File: src/rtl/spi_host_ctrl.sv
`default_nettype none
// ============================================================================
// spi_host_ctrl : byte-wide SPI mode-0 initiator with ready/start handshake
// Revision      : 1.0
// ============================================================================
module spi_host_ctrl #(
    parameter int CLK_DIV = 4
) (
    input  logic       clk,
    input  logic       rst_n,
    input  logic       start,
    input  logic [7:0] tx_data,
    input  logic       tx_last,
    input  logic       abort,
    output logic       tx_ready,
    output logic       busy,
    output logic [7:0] rx_data,
    output logic       rx_valid,
    output logic       sclk,
    output logic       mosi,
    input  logic       miso,
    output logic       cs_n
);

    localparam logic [7:0] DIV_LAST = 8'(CLK_DIV - 1);

    typedef enum logic [2:0] {
        IDLE  = 3'd0,
        LEAD  = 3'd1,
        HIGH  = 3'd2,
        WAIT  = 3'd3,
        TRAIL = 3'd4
    } state_e;

    state_e     state_q;
    logic [7:0] div_q;
    logic [2:0] bit_q;
    logic [7:0] tx_sr_q;
    logic [7:0] rx_sr_q;
    logic [7:0] rx_data_q;
    logic       last_q;
    logic       sclk_q;
    logic       mosi_q;
    logic       cs_n_q;
    logic       rx_valid_q;
    logic       phase_end;

    assign phase_end = (div_q == DIV_LAST);
    assign tx_ready  = (state_q == IDLE) || (state_q == WAIT);
    assign busy      = (state_q != IDLE);
    assign rx_data   = rx_data_q;
    assign rx_valid  = rx_valid_q;
    assign sclk      = sclk_q;
    assign mosi      = mosi_q;
    assign cs_n      = cs_n_q;

    always_ff @(posedge clk or negedge rst_n) begin
        if (!rst_n) begin
            state_q    <= IDLE;
            div_q      <= 8'd0;
            bit_q      <= 3'd0;
            tx_sr_q    <= 8'd0;
            rx_sr_q    <= 8'd0;
            rx_data_q  <= 8'd0;
            last_q     <= 1'b0;
            sclk_q     <= 1'b0;
            mosi_q     <= 1'b0;
            cs_n_q     <= 1'b1;
            rx_valid_q <= 1'b0;
        end else begin
            rx_valid_q <= 1'b0;
            // Abort overrides everything, including a byte completing this cycle.
            if (abort) begin
                state_q <= IDLE;
                div_q   <= 8'd0;
                bit_q   <= 3'd0;
                sclk_q  <= 1'b0;
                mosi_q  <= 1'b0;
                cs_n_q  <= 1'b1;
            end else begin
                case (state_q)
                    IDLE, WAIT: begin
                        if (start) begin
                            tx_sr_q <= tx_data;
                            last_q  <= tx_last;
                            mosi_q  <= tx_data[7];
                            cs_n_q  <= 1'b0;
                            bit_q   <= 3'd0;
                            div_q   <= 8'd0;
                            state_q <= LEAD;
                        end
                    end
                    LEAD: begin
                        if (phase_end) begin
                            div_q   <= 8'd0;
                            sclk_q  <= 1'b1;
                            rx_sr_q <= {rx_sr_q[6:0], miso};
                            state_q <= HIGH;
                        end else begin
                            div_q <= div_q + 8'd1;
                        end
                    end
                    HIGH: begin
                        if (phase_end) begin
                            div_q  <= 8'd0;
                            sclk_q <= 1'b0;
                            if (bit_q == 3'd7) begin
                                rx_data_q  <= rx_sr_q;
                                rx_valid_q <= 1'b1;
                                state_q    <= last_q ? TRAIL : WAIT;
                            end else begin
                                bit_q   <= bit_q + 3'd1;
                                tx_sr_q <= {tx_sr_q[6:0], 1'b0};
                                mosi_q  <= tx_sr_q[6];
                                state_q <= LEAD;
                            end
                        end else begin
                            div_q <= div_q + 8'd1;
                        end
                    end
                    TRAIL: begin
                        if (phase_end) begin
                            div_q   <= 8'd0;
                            cs_n_q  <= 1'b1;
                            mosi_q  <= 1'b0;
                            state_q <= IDLE;
                        end else begin
                            div_q <= div_q + 8'd1;
                        end
                    end
                    default: state_q <= IDLE;
                endcase
            end
        end
    end

endmodule
`default_nettype wire

File: config.mk
export PLATFORM = sky130hd
export DESIGN_NAME = spi_host_ctrl
export DESIGN_NICKNAME = d
export VERILOG_FILES = /design/src/rtl/spi_host_ctrl.sv
export SDC_FILE = /design/constraint.sdc
export NUM_CORES = 1
export LEC_CHECK = 0
export ABC_AREA = 1
export CAP_MARGIN = 10
export CELL_PAD_IN_SITES_DETAIL_PLACEMENT = 1
export CELL_PAD_IN_SITES_GLOBAL_PLACEMENT = 1
export CORE_MARGIN = 2
export CORE_UTILIZATION = 42
export CTS_CLUSTER_DIAMETER = 150
export DETAILED_ROUTE_END_ITERATION = 6
export PLACE_DENSITY = 0.81
export SYNTH_ARGS = -nofsm -noshare
export SYNTH_HDL_FRONTEND = slang
export SYNTH_SLANG_ARGS = --single-unit
File: constraint.sdc
create_clock -name clk -period 2.1 [get_ports clk]
set_input_delay 0.42 -clock clk [delete_from_list [all_inputs] [get_ports clk]]
set_output_delay 0.42 -clock clk [all_outputs]
set_load 0.005 [all_outputs]
==> results of run 1 <==
==> cells in the mapped netlist, types with 2 or more instances <==
cell      number
inv_1         23
nor2_4         4
nand3_4        2
dfrtp_1       41
nand4_1        4
o21ai_1       14
ha_1           3
nor3_1         2
nor2_2         2
nand4_4        2
or2_0          3
a21oi_1        4
a31oi_1        2
buf_2          4
nand2_2        6
o21ai_2       13
or2_1          3
o21bai_1       2
nand2_4        3
nand2_1       71
nor2_1        15
inv_2          5
o21ai_0       12
nand3b_1       2
nand3_1       22
buf_6          3
==> repair_timing <==
item                                   in CTS  in global routing
hold buffers                                0                  0
setup endpoints to repair                   1                  1
buffers inserted                            0                  2
endpoints found under the hold margin       0                  0
resized for setup                           2                  0
pin swaps                                   0                  1
==> power by group through the flow <==
stage               sequential, mW  clock, mW  combinational (mW)
global placement              1.07          0               0.922
floorplan                     1.05          0               0.682
detailed placement            1.07          0               0.954
finish                        1.06      0.561               0.982
global route                  1.08      0.591                1.10
CTS                           1.06      0.566               0.965
==> sequential cells by signal (all words and copies together) (netlist names), 3 cells and up <==
name,count
tx_sr_q,7
state_q,3
bit_q,3
div_q,8
rx_data,8
rx_sr_q,8
==> cell type report <==
type                    count  share of cell area (%)
clock buffers               6                    2.96
repair buffers             37                    12.7
clock inverters             2                   0.449
multi-input cells         194                    39.1
flip-flops and latches     42                    37.9
inverters                  28                    3.77
well taps                  70                    3.14
==> per-stage QoR <==
step	hold WS (ps)	setup slack, ps	total power, mW
3_5_place_dp	469	115	2.03
2_1_floorplan	124	639	1.73
3_3_place_gp	461	211	1.99
4_1_cts	234	11.4	2.59
5_1_grt	272	24.2	2.77
6_report	208	81.8	2.60
==> layer usage <==
metal / share of wire (%) / vias to the layer above / global-route usage (%)
met3: 2.7 / 6 / 3.79
met5: 0 / - / 0
met4: 1.3 / 0 / 5.26
met1: 46 / 927 / 26.2
met2: 49 / 26 / 32.4
li1: - / 957 / -
==> worst max-delay path by stage <==
stage,from,end,slack [ps],cells after the start
floorplan,bit_q[0],tx_sr_q[3],640,7
global placement,abort,tx_sr_q[6],210,7
detailed placement,abort,tx_sr_q[3],110,7
CTS,state_q[1],tx_ready,10,5
global route,state_q[1],tx_ready,20,5
finish,state_q[0],tx_ready,80,4
==> cells by family after synthesis <==
logic type,share of synthesized area [%]
buf+inv,6.91
flops,45.7
xor+xnor,0.381
fa+ha+maj,1.63
compound gates,13.8
simple gates,31.6
==> flow_summary.ini, run 1 <==
[outcome]
status = finished, final reports clean

[worst_setup_path]
critPathArrivalTime_ps = 1600
critPathMaxFanout = 5
max_stage_delay_ps = 510
crit_family = buffers and inverters
critPathRequiredTime_ps = 1680
cp_common_cell = nand2_4
ff2ff_path_depth = 10
setup.worst_path.start_class = flip-flop
crit_type = flip-flop to primary output
r2r_start = div_q[0]
end_kind = primary output
r2r_slack_ps = 410
path_cells = nand2_4 -> nand2_4 -> nor2_4 -> clkdlybuf4s50_1
reg2reg_to = state_q[0]
critPathBufInv = 1
cpMaxStageDelayCell = clkdlybuf4s50_1

[pwr]
p_switching_mw = 1.00
internal_power_mw = 1.59
cellPowerDensity_nw_per_um2 = 933
clkPwrFrac_pct = 21.6
combPwrFrac_pct = 37.8
switching_share_pct = 38.6
ir_worst_vdd_v = 0.000499
leakage_nw = 1.30
seqPwrFrac_pct = 40.7

[clock_tree]
max-clock-path-buffers = 2
cts_sinks = 42
cts_tree = yes
insertion_delay_ps = 300
cts.reportedPaths.clkPinSlew_ps = 80
htreeDepth = 2
ctsRootBufferMaster = clkbuf_8
numCtsBuffers = 5

[finish]
syn2layout_area_growth_pct = 21.0
fillers = 643
final_cell_mix = 71 x nand2_1, 39 x dfrtp_1, 26 x clkdlybuf4s50_1
seq_area_um2 = 1050
num_antenna_cells = 0
final_area_um2 = 2790
fin_cells = 379
utilization_pct = 53.5
post_route_cells_drive_above_1_share_pct = 19.7
layout_commonest_cell = nand2_1
final_nets = 325
multi_input_area_um2 = 1090

[timing]
rsz0062_at_grt = no
worst_slew_margin_rel_pct = 46.2
period_share_pct = 96.1
worst_pin_slew_ps = 807
fmax_mhz = 495
final_hold_viol_count = 0
final.setup.tns_ps = 0
period_needed_ps = 2020
finalClockSkew_ps = 9.59
finalMaxSlewViolations = 0
setup_viol = 0

[global_routing]
grt_pass1_vias = 1969
grt_antenna_before_repair = 0
grt.overflow.total = 0
grt_pass1_wl_mm = 9.40
grt_usage_pct = 19.5
grt_max_degree = 37

[routing]
wl_mm = 5.51
final_antenna_net_count = 0
vias = 1916
drc = 0
first_iter_violations = 76
routedWlPerCell_um = 14.5
viasPerCell = 5.06
drtPass1Iterations = 4

[synth]
synth_ff_type = dfrtp_1
syn_avg_cell_area_um2 = 8.49
synth_cell_type_count = 30
async_flop_share_pct = 100
syn-instance-count = 271
synth_seq_area_share_pct = 45.7
yosysWarnings = 0
synth_top_area_cell = dfrtp_1
synth_edf_count = 0
synth_seq_cells = 42
syn_nets = 288
synth.area.top_cells = dfrtp_1 45%, nand2_1 12%, o21ai_2 4.9%
syn_area_um2 = 2300
synth_top_area_share_pct = 44.6

[placement]
io_buffers = 27
dp.cells = 369
place_congestion = 0.818
hpwl_mm = 4.07
place_area_um2 = 2670

[min_path]
hp-class = input pin to asynchronous set/reset pin

[floorplanning]
io_pins = 28
core_um2 = 5200
die_area_um2 = 6090
start_util_pct = 44.2
std_cell_rows = 26
die-width_um = 78.0
die_h_um = 78.0

[flow_run]
maxCapViolations = 0
(Power assumes the default switching activity.)
==> run 2: changes to the inputs <==
CTS_CLUSTER_DIAMETER = default   (was 150)
==> results of run 2 <==
Final layout, timing and power as in run 1 (identical DEF).
